**config.mk**
```make
export PLATFORM = sky130hd
export DESIGN_NAME = addbit_serial
export DESIGN_NICKNAME = d
export VERILOG_FILES = /design/src/rtl/addbit_serial.sv
export SDC_FILE = /design/constraint.sdc
export NUM_CORES = 1
export LEC_CHECK = 0
export ABC_AREA = 1
export CORE_ASPECT_RATIO = 0.6
export CORE_MARGIN = 4
export CORE_UTILIZATION = 45
export DETAILED_ROUTE_END_ITERATION = 12
export PLACE_DENSITY = 0.73
export SETUP_SLACK_MARGIN = 0.2
export SYNTH_ARGS = -nofsm -noshare
export SYNTH_HDL_FRONTEND = slang
export SYNTH_SLANG_ARGS = --single-unit
```
**constraint.sdc**
```tcl
create_clock -name clk -period 4.35 [get_ports clk]
set_clock_uncertainty 0.15 [all_clocks]
set_input_delay 1.0875 -clock clk [delete_from_list [all_inputs] [get_ports clk]]
set_output_delay 1.0875 -clock clk [all_outputs]
set_load 0.01 [all_outputs]
```
**src/rtl/addbit_serial.sv**
```systemverilog
// Digit-serial adder/subtractor: one DIGIT-wide add cell iterated LSB to MSB,
// start/busy/done handshake. Define ADDBIT_SERIAL_OVF_EN to add the signed-overflow output ovf.
module addbit_serial #(
  parameter int WIDTH = 8,
  parameter int DIGIT = 1
) (
  input  logic             clk,
  input  logic             rst,
  input  logic             start,
  input  logic             sub,
  input  logic [WIDTH-1:0] a,
  input  logic [WIDTH-1:0] b,
  input  logic             ci,
  output logic             busy,
  output logic             done,
  output logic [WIDTH-1:0] sum,
  output logic             co
`ifdef ADDBIT_SERIAL_OVF_EN
  ,
  output logic             ovf
`endif
);

  localparam int STEPS = (DIGIT > 0) ? WIDTH / DIGIT : 1;
  localparam int SW    = (STEPS > 1) ? $clog2(STEPS) : 1;

  generate
    if (WIDTH < 1 || DIGIT < 1 || (WIDTH % DIGIT) != 0) begin : g_bad_cfg
      $fatal(1, "addbit_serial: WIDTH (%0d) must be a positive multiple of DIGIT (%0d)", WIDTH, DIGIT);
    end
  endgenerate

  typedef enum logic [1:0] {S_IDLE, S_RUN, S_DONE} state_t;

  state_t           state;
  logic [WIDTH-1:0] a_q, b_q, psum, psum_n;
  logic             carry;
  logic [SW-1:0]    step;
  logic [DIGIT-1:0] a_d, b_d, s_d;
  logic             c_d;
  logic             last;

  // b_q already holds ~b for subtraction, so the cell is always a plain adder
  always_comb begin
    a_d           = a_q[step*DIGIT +: DIGIT];
    b_d           = b_q[step*DIGIT +: DIGIT];
    {c_d, s_d}    = {1'b0, a_d} + {1'b0, b_d} + {{DIGIT{1'b0}}, carry};
    psum_n        = psum;
    psum_n[step*DIGIT +: DIGIT] = s_d;
    last          = (step == SW'(STEPS - 1));
  end

`ifdef ADDBIT_SERIAL_OVF_EN
  // carry into the MSB recovered from the MSB's own sum bit
  logic c_msb;
  assign c_msb = a_d[DIGIT-1] ^ b_d[DIGIT-1] ^ s_d[DIGIT-1];
`endif

  always_ff @(posedge clk or posedge rst) begin
    if (rst) begin
      state <= S_IDLE;
      busy  <= 1'b0;
      done  <= 1'b0;
      sum   <= '0;
      co    <= 1'b0;
      a_q   <= '0;
      b_q   <= '0;
      psum  <= '0;
      carry <= 1'b0;
      step  <= '0;
`ifdef ADDBIT_SERIAL_OVF_EN
      ovf   <= 1'b0;
`endif
    end else begin
      case (state)
        S_IDLE, S_DONE: begin
          done <= 1'b0;
          if (start) begin
            a_q   <= a;
            b_q   <= sub ? ~b : b;
            carry <= sub | ci;
            step  <= '0;
            busy  <= 1'b1;
            state <= S_RUN;
          end else begin
            state <= S_IDLE;
          end
        end
        S_RUN: begin
          psum  <= psum_n;
          carry <= c_d;
          step  <= step + 1'b1;
          if (last) begin
            sum   <= psum_n;
            co    <= c_d;
`ifdef ADDBIT_SERIAL_OVF_EN
            ovf   <= c_msb ^ c_d;
`endif
            busy  <= 1'b0;
            done  <= 1'b1;
            state <= S_DONE;
          end
        end
        default: begin
          busy  <= 1'b0;
          done  <= 1'b0;
          state <= S_IDLE;
        end
      endcase
    end
  end

endmodule

```
==> flow_summary.yaml <==
outcome:
  outcome: "finished, final reports clean"
drt:
  wl_met2_um: 1520
  drt-initial-drc-count: 114
  highest_layer: "met4"
  route.detailed.drc: 0
  dr.pass1.iters: 4
  antenna_left: 0
  vias: 1563
  wl_met3_um: 265
  via_per_inst: 4.93
  route.final.wire_length_um: 4160
  post_drt_wl_per_cell_um: 13.1
  wl_met1_um: 2320
power_and_ir_drop:
  swShare: 0.443
  seqPwrFrac: 0.354
  internal_power_w: 0.00104
  ir_drop_mv: 0.288
  power_w: 0.00188
  pwr-share-clk: 0.136
  leakage_nw: 1.13
  p_comb_frac: 0.510
  power_density_mw_per_mm2: 765
  switchingPower_w: 0.000832
grt:
  overflow: 0
  antenna_found_initial: 0
  grt_max_degree: 29
  grt_usage: 0.167
  grt_pass1_wl_um: 7150
  grt_pass1_vias: 1476
placement:
  dp_hpwl_um: 3130
  io_buffers: 31
  placed_area_mm2: 0.00236
  place_ws_ps: 1600
  gp_congestion: 0.936
  post-place-cells: 309
clock_tree:
  ctsHtreeMaxLevel: 2
  clk_path_buf_depth: 2
  clock-sinks: 40
  cts_hold_buf: 0
  post_cts_resized: 0
  clk_transition_reported_paths_ps: 80
  cts_root_buf: "clkbuf_8"
  post-cts-setup-buffer-count: 0
  tritoncts: "done"
  clk_latency_ps: 290
  numCtsBuffers: 5
worst_setup_path:
  end_kind: "register"
  r2r-start: "step[0]"
  reg2reg_slack_ps: 1550
  critical_path_class: "register to register"
  r2r_end: "psum[2]"
  arrival_ps: 2880
  rr_worst_depth: 12
  required_ps: 4440
  worst_setup_path_start_kind: "register"
  cp_max_fo: 15
floorplan:
  die_w_um: 94.9
  initial_utilization: 0.481
  die_h_um: 60.1
  core-area_mm2: 0.00423
  row_count: 18
  io_pins: 32
  die_area_mm2: 0.00571
yosys:
  synth-async-reset-ratio: 1.00
  ys.flop_type: "dfrtp_1"
  ys_types: 28
  synth.cell_area_mm2: 0.00204
  synth_seq_cells: 40
  synth-seq-area-share: 0.491
  synth_fp_nets: 252
  syn_avg_cell_area_um2: 9.02
  synth_enable_flop_cells: 0
  synth_cells: 226
  yosysWarnings: 0
timing:
  fin_crit_sh: 0.643
  hold_viol_final: 0
  fmax_mhz: 357
  worstMarginPinSlew_ps: 742
  setup_violations: 0
  rsz0062_at_grt: "no"
  relSlewSlack: 0.505
  final.setup.tns_ps: 0
  slew_viol_final: 0
  min_period_ps: 2800
  setup_slack_ps: 1550
finish:
  drive_above_1_share: 0.136
  final_cells: 317
  num-nets-final: 282
  diodes: 0
  layout_commonest_cell: "nand2_1"
  area_growth_pct: 20.4
  postLayoutCellArea_mm2: 0.00245
  final_cell_mix: "66 x nand2_1, 40 x dfrtp_1, 31 x clkdlybuf4s50_1, 15 x o21ai_0"
hold_path:
  whs_endpoint: "busy"
  hold_path.class: "register to register"
  hp-start: "busy"
  holdPathStages: 2
job:
  cap_violations: 0
## cells in the mapped netlist (5+ instances only)
| library cell | n | area (um2) |
|---|---|---|
| buf_2 | 5 | 25.0 |
| dfrtp_1 | 40 | 1000 |
| inv_1 | 10 | 37.5 |
| mux2_2 | 7 | 78.8 |
| nand2_1 | 66 | 248 |
| nand3_1 | 13 | 65.1 |
| nand4_1 | 7 | 43.8 |
| nor2_1 | 13 | 48.8 |
| o21ai_0 | 15 | 75.1 |
| o21ai_1 | 6 | 30.0 |
| o21ai_2 | 6 | 52.6 |
| xnor2_1 | 8 | 70.1 |
## flip-flops by register name, indices dropped and copies added (netlist names)
register  count
state         1
done          1
psum          8
b_q           8
carry         1
co            1
sum           8
a_q           8
busy          1
step          3
## cell type report
type                    instances  area, um2
fillers                       428       1780
flip-flops and latches         40       1000
multi-input cells             163        913
repair buffers                 32        318
clock buffers                   6       82.6
well taps                      60       75.1
inverters                      14       53.8
clock inverters                 2       10.0
## stage by stage
stage,hold slack (ps),util
detailed placement,308,0.558
floorplan,299,-
finish,327,0.579
global route,355,0.579
CTS,328,0.579
global placement,304,0.558
## critical path, cell delays in order, from the launching register on
cell,delay (ps)
dfrtp_1,660
inv_2,210
o21ai_0,180
o21ai_0,90
nor2_1,90
nor2_1,60
fa_1,560
inv_1,100
nor3_1,270
nand4_1,140
nand2_1,120
nand2_1,60
nand2_1,70
## how the worst max path moves through the flow
stage,startpoint,endpoint,depth (start not counted)
2_1_floorplan,step[0],psum[2],14
3_3_place_gp,step[0],psum[2],12
3_5_place_dp,step[0],psum[2],12
4_1_cts,step[0],psum[2],12
5_1_grt,step[0],psum[2],12
6_report,step[0],psum[2],12
## per-layer routing
layer / vias to the layer above / global-route usage
met5: - / 0
met4: 0 / 0.0575
met3: 7 / 0.0428
met2: 40 / 0.219
met1: 710 / 0.260
li1: 806 / -
## power groups by stage
| stage | Combinational, W | Sequential (W) | Clock [W] |
|---|---|---|---|
| 2_1_floorplan | 0.000735 | 0.000644 | 0 |
| 3_3_place_gp | 0.000923 | 0.000665 | 0 |
| 3_5_place_dp | 0.000951 | 0.000668 | 0 |
| 4_1_cts | 0.000959 | 0.000664 | 0.000261 |
| 5_1_grt | 0.00108 | 0.000688 | 0.000279 |
| 6_report | 0.000958 | 0.000664 | 0.000255 |
## logic make-up (layout without fill, tap and decap cells)
logic type,count (synthesis),in the layout,synth area share
and+or+nand+nor,111,111,0.245
DFF,40,40,0.491
AOI/OAI and AO/OA,31,31,0.0902
buffers and inverters,23,54,0.0608
xor gates and xnor gates,8,8,0.0344
muxes,8,8,0.0442
adders and majority gates,5,5,0.0344
Note: power is estimated with default switching activity, not from simulation.
